[config.mk]
export PLATFORM = sky130hd
export DESIGN_NAME = rom_loader_flat
export DESIGN_NICKNAME = d
export VERILOG_FILES = /design/src/rtl/rom_loader_pkg.sv /design/src/rtl/rom_loader_if.sv /design/src/rtl/rom_loader_uart_rx.sv /design/src/rtl/rom_loader.sv /design/src/flat_wrapper.sv
export SDC_FILE = /design/constraint.sdc
export NUM_CORES = 1
export LEC_CHECK = 0
export BUFFER_PORTS_ARGS = -buffer_cell sky130_fd_sc_hd__buf_2
export CAP_MARGIN = 20
export CORE_AREA = 2 2 139 141
export CTS_BUF_LIST = sky130_fd_sc_hd__clkbuf_8 sky130_fd_sc_hd__clkbuf_16
export DETAILED_ROUTE_END_ITERATION = 10
export DIE_AREA = 0 0 141 143
export HOLD_SLACK_MARGIN = 0.02
export PLACE_DENSITY = 0.49
export SLEW_MARGIN = 20
export SYNTH_ARGS = -nofsm -noshare
export SYNTH_HDL_FRONTEND = slang
export SYNTH_SLANG_ARGS = --single-unit
[constraint.sdc]
create_clock -name clk -period 4.7 [get_ports clk]
set_input_delay 0.94 -clock clk [delete_from_list [all_inputs] [get_ports clk]]
set_output_delay 0.94 -clock clk [all_outputs]
set_load 0.02 [all_outputs]
[src/rtl/rom_loader_pkg.sv]
// Shared types and constants for the serial ROM boot loader.
package rom_loader_pkg;

    // Width of the word-count header that precedes the image.
    localparam int LEN_WIDTH  = 16;
    // Width of one instruction-memory word.
    localparam int WORD_WIDTH = 32;

    // Loader FSM encodings (3 bits).
    typedef enum logic [2:0] {
        LOADER_LEN_LO = 3'd0,
        LOADER_LEN_HI = 3'd1,
        LOADER_DATA   = 3'd2,
        LOADER_DONE   = 3'd3,
        LOADER_ERROR  = 3'd4
    } loader_state_t;

    // UART receiver sample FSM encodings.
    typedef enum logic [1:0] {
        RX_IDLE  = 2'd0,
        RX_START = 2'd1,
        RX_DATA  = 2'd2,
        RX_STOP  = 2'd3
    } rx_state_t;

endpackage

[src/rtl/rom_loader_if.sv]
// Instruction-memory write port driven by the boot loader.
interface rom_loader_if #(
    parameter int ADDR_WIDTH = 10
);
    logic                                 mem_we;
    logic [ADDR_WIDTH-1:0]                mem_addr;
    logic [rom_loader_pkg::WORD_WIDTH-1:0] mem_wdata;

    modport master (output mem_we, output mem_addr, output mem_wdata);
    modport slave  (input  mem_we, input  mem_addr, input  mem_wdata);
endinterface

[src/rtl/rom_loader_uart_rx.sv]
// 8N1 UART receiver: 2-flop synchronizer, start-bit glitch filter,
// bit-centre sampling, one-cycle byte_valid / frame_err pulses.
module uart_rx
    import rom_loader_pkg::*;
#(
    parameter int CLKS_PER_BIT = 868
) (
    input  logic       clk,
    input  logic       rst,
    input  logic       rx,
    output logic       byte_valid,
    output logic [7:0] byte_data,
    output logic       frame_err
);

    localparam int CNT_W = $clog2(CLKS_PER_BIT);
    localparam int HALF  = CLKS_PER_BIT / 2;

    logic             rx_s1, rx_s2, rx_prev;
    rx_state_t        state_q, state_d;
    logic [CNT_W-1:0] cnt_q, cnt_d;
    logic [2:0]       bit_q, bit_d;
    logic [7:0]       shift_q, shift_d;
    logic             valid_d, ferr_d;
    logic             fall_edge;

    assign fall_edge = rx_prev & ~rx_s2;
    assign byte_data = shift_q;

    // Synchronize rx and keep one delayed copy for falling-edge detection.
    // NOTE: sequential state uses non-blocking assignments so every flop
    // samples the pre-edge values regardless of statement order.
    always_ff @(posedge clk or posedge rst) begin
        if (rst) begin
            rx_s1   <= 1'b1;
            rx_s2   <= 1'b1;
            rx_prev <= 1'b1;
        end else begin
            rx_s1   <= rx;
            rx_s2   <= rx_s1;
            rx_prev <= rx_s2;
        end
    end

    // Receiver state, counters and output pulse registers.
    always_ff @(posedge clk or posedge rst) begin
        if (rst) begin
            state_q    <= RX_IDLE;
            cnt_q      <= '0;
            bit_q      <= '0;
            shift_q    <= '0;
            byte_valid <= 1'b0;
            frame_err  <= 1'b0;
        end else begin
            state_q    <= state_d;
            cnt_q      <= cnt_d;
            bit_q      <= bit_d;
            shift_q    <= shift_d;
            byte_valid <= valid_d;
            frame_err  <= ferr_d;
        end
    end

    // Next-state and sampling decisions.
    // NOTE: every variable gets a default first so no path leaves one
    // unassigned, which would otherwise infer a latch.
    always_comb begin
        state_d = state_q;
        cnt_d   = cnt_q + CNT_W'(1);
        bit_d   = bit_q;
        shift_d = shift_q;
        valid_d = 1'b0;
        ferr_d  = 1'b0;
        case (state_q)
            RX_IDLE: begin
                cnt_d = '0;
                if (fall_edge) state_d = RX_START;
            end
            RX_START: begin
                if (cnt_q == CNT_W'(HALF - 1)) begin
                    cnt_d   = '0;
                    bit_d   = '0;
                    // A start bit that is high again at its centre was a glitch.
                    state_d = rx_s2 ? RX_IDLE : RX_DATA;
                end
            end
            RX_DATA: begin
                if (cnt_q == CNT_W'(CLKS_PER_BIT - 1)) begin
                    cnt_d   = '0;
                    shift_d = {rx_s2, shift_q[7:1]};
                    if (bit_q == 3'd7) state_d = RX_STOP;
                    else               bit_d   = bit_q + 3'd1;
                end
            end
            RX_STOP: begin
                if (cnt_q == CNT_W'(CLKS_PER_BIT - 1)) begin
                    cnt_d   = '0;
                    state_d = RX_IDLE;
                    valid_d = rx_s2;
                    ferr_d  = ~rx_s2;
                end
            end
            default: state_d = RX_IDLE;
        endcase
    end

endmodule

[src/rtl/rom_loader.sv]
// Boot loader: parses a word-count header and a little-endian word stream
// from the UART, writes consecutive instruction-memory words and releases
// the CPU once the whole image is in place.
module rom_loader
    import rom_loader_pkg::*;
#(
    parameter int CLKS_PER_BIT = 868,
    parameter int ADDR_WIDTH   = 10,
    parameter int MAX_WORDS    = 1024
) (
    input  logic         clk,
    input  logic         rst,
    input  logic         rx,
    rom_loader_if.master mem,
    output logic         cpu_hold,
    output logic         done,
    output logic         error
);

    logic                  byte_valid;
    logic [7:0]            byte_data;
    logic                  frame_err;

    loader_state_t         state_q, state_d;
    logic [7:0]            len_lo_q;
    logic [LEN_WIDTH-1:0]  len_full;
    logic [LEN_WIDTH-1:0]  word_cnt_q;
    logic [1:0]            byte_idx_q;
    logic [WORD_WIDTH-1:0] asm_q, asm_next;
    logic                  we_q;
    logic [ADDR_WIDTH-1:0] addr_q;
    logic [WORD_WIDTH-1:0] wdata_q;

    uart_rx #(
        .CLKS_PER_BIT(CLKS_PER_BIT)
    ) u_rx (
        .clk       (clk),
        .rst       (rst),
        .rx        (rx),
        .byte_valid(byte_valid),
        .byte_data (byte_data),
        .frame_err (frame_err)
    );

    assign len_full      = {byte_data, len_lo_q};
    assign asm_next      = {byte_data, asm_q[WORD_WIDTH-1:8]};
    assign mem.mem_we    = we_q;
    assign mem.mem_addr  = addr_q;
    assign mem.mem_wdata = wdata_q;

    // Loader state register.
    always_ff @(posedge clk or posedge rst) begin
        if (rst) state_q <= LOADER_LEN_LO;
        else     state_q <= state_d;
    end

    // Header parsing, completion and fault transitions.
    always_comb begin
        state_d = state_q;
        case (state_q)
            LOADER_LEN_LO: begin
                if (frame_err)       state_d = LOADER_ERROR;
                else if (byte_valid) state_d = LOADER_LEN_HI;
            end
            LOADER_LEN_HI: begin
                if (frame_err) begin
                    state_d = LOADER_ERROR;
                end else if (byte_valid) begin
                    if (len_full == '0)                         state_d = LOADER_DONE;
                    else if (len_full > LEN_WIDTH'(MAX_WORDS))  state_d = LOADER_ERROR;
                    else                                        state_d = LOADER_DATA;
                end
            end
            LOADER_DATA: begin
                // The count only reaches zero after the final write has issued,
                // so completion lands one cycle after the last mem_we.
                if (word_cnt_q == '0)  state_d = LOADER_DONE;
                else if (frame_err)    state_d = LOADER_ERROR;
            end
            LOADER_DONE, LOADER_ERROR: state_d = state_q;
            default:                   state_d = LOADER_ERROR;
        endcase
    end

    // Word assembly, write strobe, address counter and status outputs.
    always_ff @(posedge clk or posedge rst) begin
        if (rst) begin
            len_lo_q   <= '0;
            word_cnt_q <= '0;
            byte_idx_q <= '0;
            asm_q      <= '0;
            we_q       <= 1'b0;
            addr_q     <= '0;
            wdata_q    <= '0;
            cpu_hold   <= 1'b1;
            done       <= 1'b0;
            error      <= 1'b0;
        end else begin
            we_q <= 1'b0;
            if (we_q) addr_q <= addr_q + ADDR_WIDTH'(1);

            case (state_q)
                LOADER_LEN_LO: if (byte_valid) len_lo_q <= byte_data;
                LOADER_LEN_HI: if (byte_valid) word_cnt_q <= len_full;
                LOADER_DATA: begin
                    if (byte_valid && word_cnt_q != '0) begin
                        asm_q      <= asm_next;
                        byte_idx_q <= byte_idx_q + 2'd1;
                        if (byte_idx_q == 2'd3) begin
                            we_q       <= 1'b1;
                            wdata_q    <= asm_next;
                            word_cnt_q <= word_cnt_q - LEN_WIDTH'(1);
                        end
                    end
                end
                default: ;
            endcase

            done     <= (state_d == LOADER_DONE);
            error    <= (state_d == LOADER_ERROR);
            cpu_hold <= (state_d != LOADER_DONE);
        end
    end

endmodule
[src/flat_wrapper.sv]
// flat-port wrapper written by rule: the top's interface ports become plain ports
module rom_loader_flat import rom_loader_pkg::*;
#(
    parameter int CLKS_PER_BIT = 868,
    parameter int ADDR_WIDTH   = 10,
    parameter int MAX_WORDS    = 1024
)
  (clk, rst, rx, cpu_hold, done, error, mem_mem_we, mem_mem_addr, mem_mem_wdata);
  rom_loader_if #(.ADDR_WIDTH(ADDR_WIDTH)) mem_i ();
  input  logic clk;
  input  logic rst;
  input  logic rx;
  output logic cpu_hold;
  output logic done;
  output logic error;
  output wire logic [$bits(mem_i.mem_we)-1:0] mem_mem_we;
  output wire logic [$bits(mem_i.mem_addr)-1:0] mem_mem_addr;
  output wire logic [$bits(mem_i.mem_wdata)-1:0] mem_mem_wdata;
  assign mem_mem_we = mem_i.mem_we;
  assign mem_mem_addr = mem_i.mem_addr;
  assign mem_mem_wdata = mem_i.mem_wdata;
  rom_loader #(.CLKS_PER_BIT(CLKS_PER_BIT), .ADDR_WIDTH(ADDR_WIDTH), .MAX_WORDS(MAX_WORDS)) u_core (.clk(clk), .rst(rst), .rx(rx), .mem(mem_i), .cpu_hold(cpu_hold), .done(done), .error(error));
endmodule
# Word level (Yosys, flattened, before mapping)
# Index checks and enable logic that the tools add are counted.
totals:
  ff_bits: 135
  in_bits: 3
  output_inout_bits: 46
  word_cells: 102
op_classes:
  n_addsub: 5
  order_cmp: 1
  n_eq_ne: 23
  muxes: 34
  bitwise_logic: 2
  reduce_logical: 17
op_table:
  columns: ["cell", "n"]
  rows:
  - ["$mux W16", 3]
  - ["$mux W3", 11]
  - ["$logic_not A16 Y1", 2]
  - ["$pmux W16 S2", 1]
  - ["$pmux W10 S3", 1]
  - ["$add A10 B1 Y10 const B", 2]
  - ["$mux W10", 2]
  - ["$gt A16 B11 Y1 const B", 1]
  - ["$reduce_bool A16 Y1", 1]
  - ["$sub A16 B1 Y16 const B", 1]
  - ["$ne A2 B2 Y1 const B", 7]
  - ["$mux W2", 6]
  - ["$pmux W3 S4", 1]
  - ["$eq A10 B10 Y1 const B", 1]
  - ["$eq A10 B9 Y1 const B", 1]
  - ["$eq A3 B2 Y1 const B", 3]
  - ["$eq A3 B3 Y1 const B", 3]
  - ["$pmux W2 S4", 1]
  - ["$reduce_and A4 Y1", 2]
  - ["$mux W1", 7]
  - ["$eq A2 B2 Y1 const B", 3]
  - ["$pmux W3 S2", 1]
  - ["$reduce_and A2 Y1", 3]
  - ["$reduce_and A5 Y1", 1]
  - ["14 further kinds", 17]

# Depth between registers and ports, before layout
# Gate-level depths: netlist (run 1).
depth:
  ltp_word: 7
  ltp_mapped: 8
  mapped_depth_nobuf: 7

# Hierarchy
# Synthesis (run 1) repeated with hierarchy kept, for this count alone.
unflattened:
  hier_cells: 459
  area_unflattened_um2: 5793.1
by_module_without_submodules:
  columns: ["mod", "instances", "cells_per_inst", "area_per_inst_um2", "seq_area_each_um2"]
  rows:
  - ["rom_loader", 1, 347, 4503.1, 2478.6]
  - ["uart_rx", 1, 112, 1290.0, 704.4]

# Worst setup path before layout (run 1)
# No wires, ideal clock.
synth_timing:
  path_type: "reg-to-reg"
  startpoint: "register u_core.word_cnt_q[0]"
  endpoint: "register u_core.asm_q[17]"
  setup_ns: 0.125
  t_arrival_ns: 1.954
  required_time_ns: 4.575
  slack_ns: 2.621
  stages_incl_launch_ff: 8
  path_buffers: 1
  period_less_slack_ns: 2.079
  path_cell_list: "dfrtp_1 -> inv_1 -> ha_1 -> nor3b_1 -> nand4_2 -> o211ai_4 -> buf_8 -> mux2_4"
synth_via:
  elab_chain_len: 3
synth_lines:
  columns: ["element", "line", "rtl"]
  rows:
  - ["start: declaration", "rom_loader.sv:27", "logic [LEN_WIDTH-1:0] word_cnt_q;"]
  - ["start signal: assignment", "rom_loader.sv:104", "LOADER_LEN_HI: if (byte_valid) word_cnt_q <= len_full;"]
  - ["start signal: assignment", "rom_loader.sv:112", "word_cnt_q <= word_cnt_q - LEN_WIDTH'(1);"]
  - ["$reduce_bool A16 Y1", "rom_loader.sv:106", "if (byte_valid && word_cnt_q != '0) begin"]
  - ["$logic_and A1 B1 Y1", "rom_loader.sv:106", null]
  - ["$reduce_and A2 Y1 (no line)", null, null]
  - ["end signal: assignment", "rom_loader.sv:107", "asm_q <= asm_next;"]
  - ["end: declaration", "rom_loader.sv:29", "logic [WORD_WIDTH-1:0] asm_q, asm_next;"]
# No other way between the ends.
# A chain may end at the register's enable or synchronous reset.

# Worst setup path after layout (run 1)
layout_timing:
  startpoint: "register u_core.state_q[2]"
  endpoint: "register u_core.word_cnt_q[7]"
layout_via:
  elab_chain_len: 3
  elab_cells_between_ends: 8
  classes_between: "5 x eq/ne; 1 x mux; 2 x reduce/logical"
layout_lines:
  columns: ["element", "line", "rtl"]
  rows:
  - ["start: declaration", "rom_loader.sv:24", "loader_state_t state_q, state_d;"]
  - ["start signal: assignment", "rom_loader.sv:54", "else state_q <= state_d;"]
  - ["$eq A3 B2 Y1 / $eq A3 B1 Y1 (equally long branches)", "rom_loader.sv:102", "case (state_q)"]
  - ["$ne A2 B1 Y1 (no line), or another cell as far along", null, null]
  - ["$reduce_and A4 Y1 (no line)", null, null]
# Parallel ways exist; a longest one is shown, timed or not.

==> out/metrics.yaml, run 1 <==
cts_buffer_depth: 2
num_antenna_cells: 0
nets: 505
die-area_mm2: 0.0202
synth_cell_types: 69
clk_pin_slew_ns: 0.06
seqCellArea_mm2: 0.00318
synth.avg_cell_area_um2: 12.8
start_kind: "flop"
p_leak_nw: 3.39
hpwl_mm: 7.55
cts_setup_buffers: 0
grt_pass1_vias: 3696
dr.pass1.iters: 4
avgRoutedWirePerCell_um: 15.4
die_x_um: 141
grt_remaining_overflow: 0
slew_viol_final: 0
area_growth_pct: 17.8
post-route-period-util: 0.611
required_ns: 5.01
grt_antenna_before_repair: 0
setup_viol: 0
numCtsBuffers: 17
viasPerCell: 4.87
min_period_ns: 2.87
synth.area.top_cells: "dfrtp_1, mux2_2, mux2_4"
synth_area_mm2: 0.00570
p_per_area_mw_per_mm2: 359
ys_warn_count: 0
tritoncts: "yes"
worst_pin_slew_ns: 1.00
ys_async_sr_fraction: 1.00
synth-main-ff-cell: "dfrtp_1"
crit_type: "flop to flop"
cts_sinks: 127
io_pins: 49
ir_drop_v: 0.000304
cts_resized: 0
n_fill_cell: 1781
skew_ns: 0.0104
drc: 0
root_buffer: "clkbuf_16"
clock.fmax_mhz: 348
numPortBuffers: 48
drtIter0Drc: 222
yosys_register_bits: 127
maxCapViolCount: 0
finalHoldViolCount: 0
multi_input_area_mm2: 0.00234
crit_chain: "nor3b_4, a31oi_1, a21oi_1, o21ai_0, a22o_1"
tns_ns: 0
drt_wl_total_mm: 11.4
rows: 50
r2r_start: "u_core.state_q[2]"
cp_max_fo: 21
min_from: "u_core.u_rx.rx_s1"
critPathLaunch: "u_core.state_q[2]"
start_util: 0.307
relSlewSlack: 0.329
drtAntennaViolNets: 0
hold_path.class: "flop to flop"
critPathMaxStageDelay_ns: 0.81
arrival_ns: 3.18
outcome: "finished clean"
netlist.area_leader.share: 0.540
grt_max_degree: 73
grt_pass1_wl_mm: 19.1
gr-usage-all-layers: 0.123
syn_inst: 444
synth_edf_count: 0
power_mw: 2.41
syn_nets: 454
drive_gt1_frac: 0.351
crit_slowest_cell: "a21oi_1"
yosys.area.top_type: "dfrtp_1"
clock_latency_ns: 0.42
rsz0062_at_grt: "no"
hold_buffers: 0
vias: 3608
ys_seq_area_frac: 0.558
h-tree-depth: 4
end_kind: "flop"
gp_congestion: 0.801
die_h_um: 143
coreArea_mm2: 0.0186
synthesized netlist by cell type, types with 7 or more instances:
cell type,count
dfrtp_1,123
mux2_2,54
nor2_1,39
mux2_4,19
nand2_1,18
a21oi_1,15
o21ai_0,15
xnor2_1,13
nor3_1,11
inv_1,10
nand3_1,9
ha_1,7
nor4_1,7
cells in the final DEF (no fill, tap or decap), types with 5 or more instances in the layout:
cell type,n
dfrtp_1,123
xnor2_1,13
a22oi_1,5
mux2_4,19
xor2_1,5
o21ai_0,15
nand3_1,9
nor4_1,7
nor3_1,11
nor2_1,39
nand2_1,18
ha_1,7
mux2_2,54
clkbuf_16,17
a21oi_1,15
buf_2,48
inv_1,11
worst paths after layout:
path	slack, ns	end	cells after the start
min reg2reg	0.37	u_core.u_rx.rx_s2	0
max reg2reg	1.83	u_core.word_cnt_q[7]	5
min	0.37	u_core.u_rx.rx_s2	0
max	1.83	u_core.word_cnt_q[7]	5
max in group asynchronous	2.99	u_core.u_rx.rx_prev	3
min in group asynchronous	0.71	u_core.mem.mem_wdata[20]	2
sequential cells by signal, indices dropped and copies added, names as in the netlist, 8 cells and up, named ones only:
signal,count
u_core.mem.mem_wdata,32
u_core.word_cnt_q,16
u_core.u_rx.cnt_q,10
u_core.len_lo_q,8
u_core.asm_q,24
u_core.u_rx.byte_data,8
u_core.mem.mem_addr,10
routing by layer:
metal | GRT usage | vias up | wire [um]
li1 | - | 1703 | -
met1 | 0.163 | 1813 | 5650
met2 | 0.183 | 79 | 5130
met3 | 0.0409 | 13 | 475
met4 | 0.0521 | 0 | 183
met5 | 0 | - | 0
logic make-up after synthesis:
| group | count (synthesis) | synth area share |
|---|---|---|
| buffers and inverters | 30 | 0.0316 |
| muxes | 75 | 0.161 |
| DFF | 127 | 0.558 |
| xor gates and xnor gates | 18 | 0.0276 |
| adders and majority gates | 7 | 0.0154 |
| and+or+nand+nor | 117 | 0.119 |
| AOI/OAI and AO/OA | 70 | 0.0878 |
through the flow:
stage	instance area (um2)	cells	util	setup slack [ns]	hold WS, ns
after floorplan	5700	444	-	0.382	0.345
after global placement	6120	709	0.329	1.84	0.359
after detailed placement	6150	710	0.331	1.84	0.357
after CTS	6720	741	0.362	1.82	0.369
after global routing	6720	741	0.362	1.51	0.374
final	6720	741	0.362	1.83	0.369
where the power goes:
part           switching (mW)  total [mW]  internal [mW]
logic                  0.0276      0.0353        0.00774
clock network           0.474        1.27          0.798
registers             0.00435        1.10           1.10
total                   0.506        2.41           1.91
final cells by class:
| cell class | instances | area share |
|---|---|---|
| inverters | 11 | 0.00652 |
| flip-flops and latches | 127 | 0.474 |
| clock buffers | 19 | 0.0674 |
| multi-input cells | 287 | 0.349 |
| repair buffers | 51 | 0.0421 |
| well taps | 234 | 0.0436 |
| clock inverters | 12 | 0.0179 |
critical path, delay by kind of cell (launching register included):
family	cells	cell delay (ns)
flip-flops	1	0.48
AND/OR/NAND/NOR	1	0.75
AO/OA/AOI/OAI	4	1.53
Note: power is estimated with default switching activity, not from simulation.
==> run 2: changes to the inputs <==
--- a/config.mk
+++ b/config.mk
@@ -12,7 +12,7 @@
 export DETAILED_ROUTE_END_ITERATION = 10
 export DIE_AREA = 0 0 141 143
 export HOLD_SLACK_MARGIN = 0.02
-export PLACE_DENSITY = 0.49
+export PLACE_DENSITY = 0.5
 export SLEW_MARGIN = 20
 export SYNTH_ARGS = -nofsm -noshare
 export SYNTH_HDL_FRONTEND = slang
==> constraint.sdc (replaced) <==
create_clock -name clk -period 2.4 [get_ports clk]
set_input_delay 0.48 -clock clk [delete_from_list [all_inputs] [get_ports clk]]
set_output_delay 0.48 -clock clk [all_outputs]
set_load 0.02 [all_outputs]
==> run 2 against run 1 <==
Effect of this change:
- worst hold slack got worse by 0.20 ns
- largest cell class unchanged
- worst setup slack got worse by 1.6 ns
- core utilization increased by 0.78 points
==> out/metrics.yaml, run 2 (synthesis gave the netlist of run 1 again) <==
io_pins: 49  # unchanged
final_cell_mix: "dfrtp_1, mux2_2, buf_2"  # unchanged
clk_pin_slew_ns: 0.05  # was 0.06 ns
start_util: 0.307  # unchanged
grt_remaining_overflow: 0  # unchanged
nets: 515  # was 505
cts_sinks: 127  # unchanged
tns_ns: 0  # unchanged
num_antenna_cells: 0  # unchanged
drtIter0Drc: 194  # was 222
die_x_um: 141  # unchanged
start_kind: "flop"  # unchanged
hpwl_mm: 7.73  # was 7.55 mm
slew_viol_final: 0  # unchanged
crit_type: "flop to flop"  # unchanged
largest_register_ffs: 32  # unchanged
rows: 50  # unchanged
rsz0062_at_grt: "no"  # unchanged
vias: 3638  # was 3608
setup_viol: 0  # unchanged
grt_pass1_vias: 3663  # was 3696
ir_drop_v: 0.000502  # was 0.000304 V
outcome: "finished clean"  # unchanged
mostFrequentLayoutCell: "dfrtp_1"  # unchanged
drc: 0  # unchanged
tritoncts: "yes"  # unchanged
root_buffer: "clkbuf_16"  # unchanged
numPortBuffers: 48  # unchanged
die_h_um: 143  # unchanged
finalHoldViolCount: 0  # unchanged
skew_ns: 0.0117  # was 0.0104 ns
clock_latency_ns: 0.41  # was 0.42 ns
grt_use_met3: 0.0399  # was 0.0409
critPathMaxStageDelay_ns: 0.39  # was 0.81 ns
r2r_start: "u_core.word_cnt_q[0]"  # was u_core.state_q[2]
arrival_ns: 2.49  # was 3.18 ns
crit_family: "buffers and inverters"  # was compound AO/OA/AOI/OAI gates
grt_pass1_wl_mm: 19.3  # was 19.1 mm
drtAntennaViolNets: 0  # unchanged
cts_buffer_depth: 2  # unchanged
h-tree-depth: 4  # unchanged
drive_gt1_frac: 0.360  # was 0.351
p_leak_nw: 3.46  # was 3.39 nW
coreArea_mm2: 0.0186  # unchanged
maxCapViolCount: 0  # unchanged
relSlewSlack: 0.528  # was 0.329
cp_max_fo: 26  # was 21
grt_antenna_before_repair: 0  # unchanged
grt.met2_usage: 0.184  # was 0.183
path_buf_inv: 3  # was 0
gr-usage-all-layers: 0.122  # was 0.123
viasPerCell: 4.85  # was 4.87
crit_chain: "inv_1, ha_1, nor3b_2, nand4_2, buf_4, o211ai_4, buf_12, mux2_2"  # was nor3b_4, a31oi_1, a21oi_1, o21ai_0, a22o_1
min_period_ns: 2.19  # was 2.87 ns
finish.utilization: 0.369  # was 0.362
dr.pass1.iters: 4  # unchanged
crit_slowest_cell: "dfrtp_1"  # was a21oi_1
post-place-ws_ns: 0.0129  # was 1.84 ns
end_kind: "flop"  # unchanged
grt_use_met1: 0.167  # was 0.163
post-route-period-util: 0.914  # was 0.611
grt_max_degree: 42  # was 73
worst_slack_ns: 0.207  # was 1.83 ns
clock.fmax_mhz: 456  # was 348 MHz
min_from: "rx"  # was u_core.u_rx.rx_s1
gp_congestion: 0.824  # was 0.801
drt_wl_total_mm: 11.6  # was 11.4 mm
numCtsBuffers: 17  # unchanged
avgRoutedWirePerCell_um: 15.5  # was 15.4 um
area_growth_pct: 20.4  # was 17.8%
worst_pin_slew_ns: 0.705  # was 1.00 ns
p_per_area_mw_per_mm2: 707  # was 359 mW/mm2
die-area_mm2: 0.0202  # unchanged
required_ns: 2.70  # was 5.01 ns
busiest_layer: "met2"  # unchanged
n_fill_cell: 1788  # was 1781
hold_path.class: "input port to flop"  # was flop to flop
critPathLaunch: "u_core.word_cnt_q[0]"  # was u_core.state_q[2]
==> run 2: cell count changes in the layout (fill, tap and decap cells not counted), sizes merged <==
| cell | delta |
|---|---|
| bufinv | +2 |
| buf | +9 |
| nor2 | +1 |
| clkinvlp | -1 |
| clkinv | -2 |
==> run 2: layout make-up <==
type                    count  area [um2]  area share
flip-flops and latches    127        3180       0.464
multi-input cells         288        2360       0.344
clock buffers              19         453      0.0660
repair buffers             60         380      0.0554
well taps                 234         293      0.0426
clock inverters            11         150      0.0219
inverters                  11        45.0     0.00656
==> run 2: path summary, 6_finish.rpt <==
path,slack (ns),endpoint,cells past startpoint
max in group asynchronous,1.58,u_core.mem.mem_wdata[16],3
max,0.21,u_core.asm_q[30],8
max reg2reg,0.21,u_core.asm_q[30],8
min,0.17,u_core.u_rx.rx_s1,1
min in group asynchronous,0.18,u_core.len_lo_q[4],2
min reg2reg,0.36,u_core.u_rx.rx_s2,0
==> run 2: worst register-to-register path: cells and delay by family, from the launching register on <==
family / cells / cell delay (ns)
AO/OA/AOI/OAI: 1 / 0.19
adder cells (fa/ha/maj): 1 / 0.20
multiplexers: 1 / 0.39
flip-flops: 1 / 0.39
buffers and inverters: 3 / 0.54
AND/OR/NAND/NOR: 2 / 0.39
==> run 2: metal layers <==
layer,vias up,share of wire
li1,1737,-
met1,1823,0.50
met2,68,0.45
met3,10,0.040
met4,0,0.012
met5,-,0
==> run 2: power breakdown <==
group,internal [mW],switching [mW]
Combinational,0.0230,0.0552
Sequential,2.15,0.00858
Clock,1.76,0.855
==> run 2: timing repair <==
action,4_1_cts,5_1_grt
buffers inserted,0,0
hold buffers,0,0
setup endpoints to repair,0,55
resized for setup,0,2
==> run 2: metrics by stage <==
step / total power, mW / area, um2 / hold slack [ns] / cells
floorplan: 2.25 / 5710 / 0.345 / 444
global placement: 2.28 / 6250 / 0.350 / 719
detailed placement: 2.28 / 6250 / 0.349 / 719
CTS: 4.94 / 6850 / 0.148 / 749
global route: 5.04 / 6870 / 0.143 / 750
finish: 4.85 / 6870 / 0.170 / 750
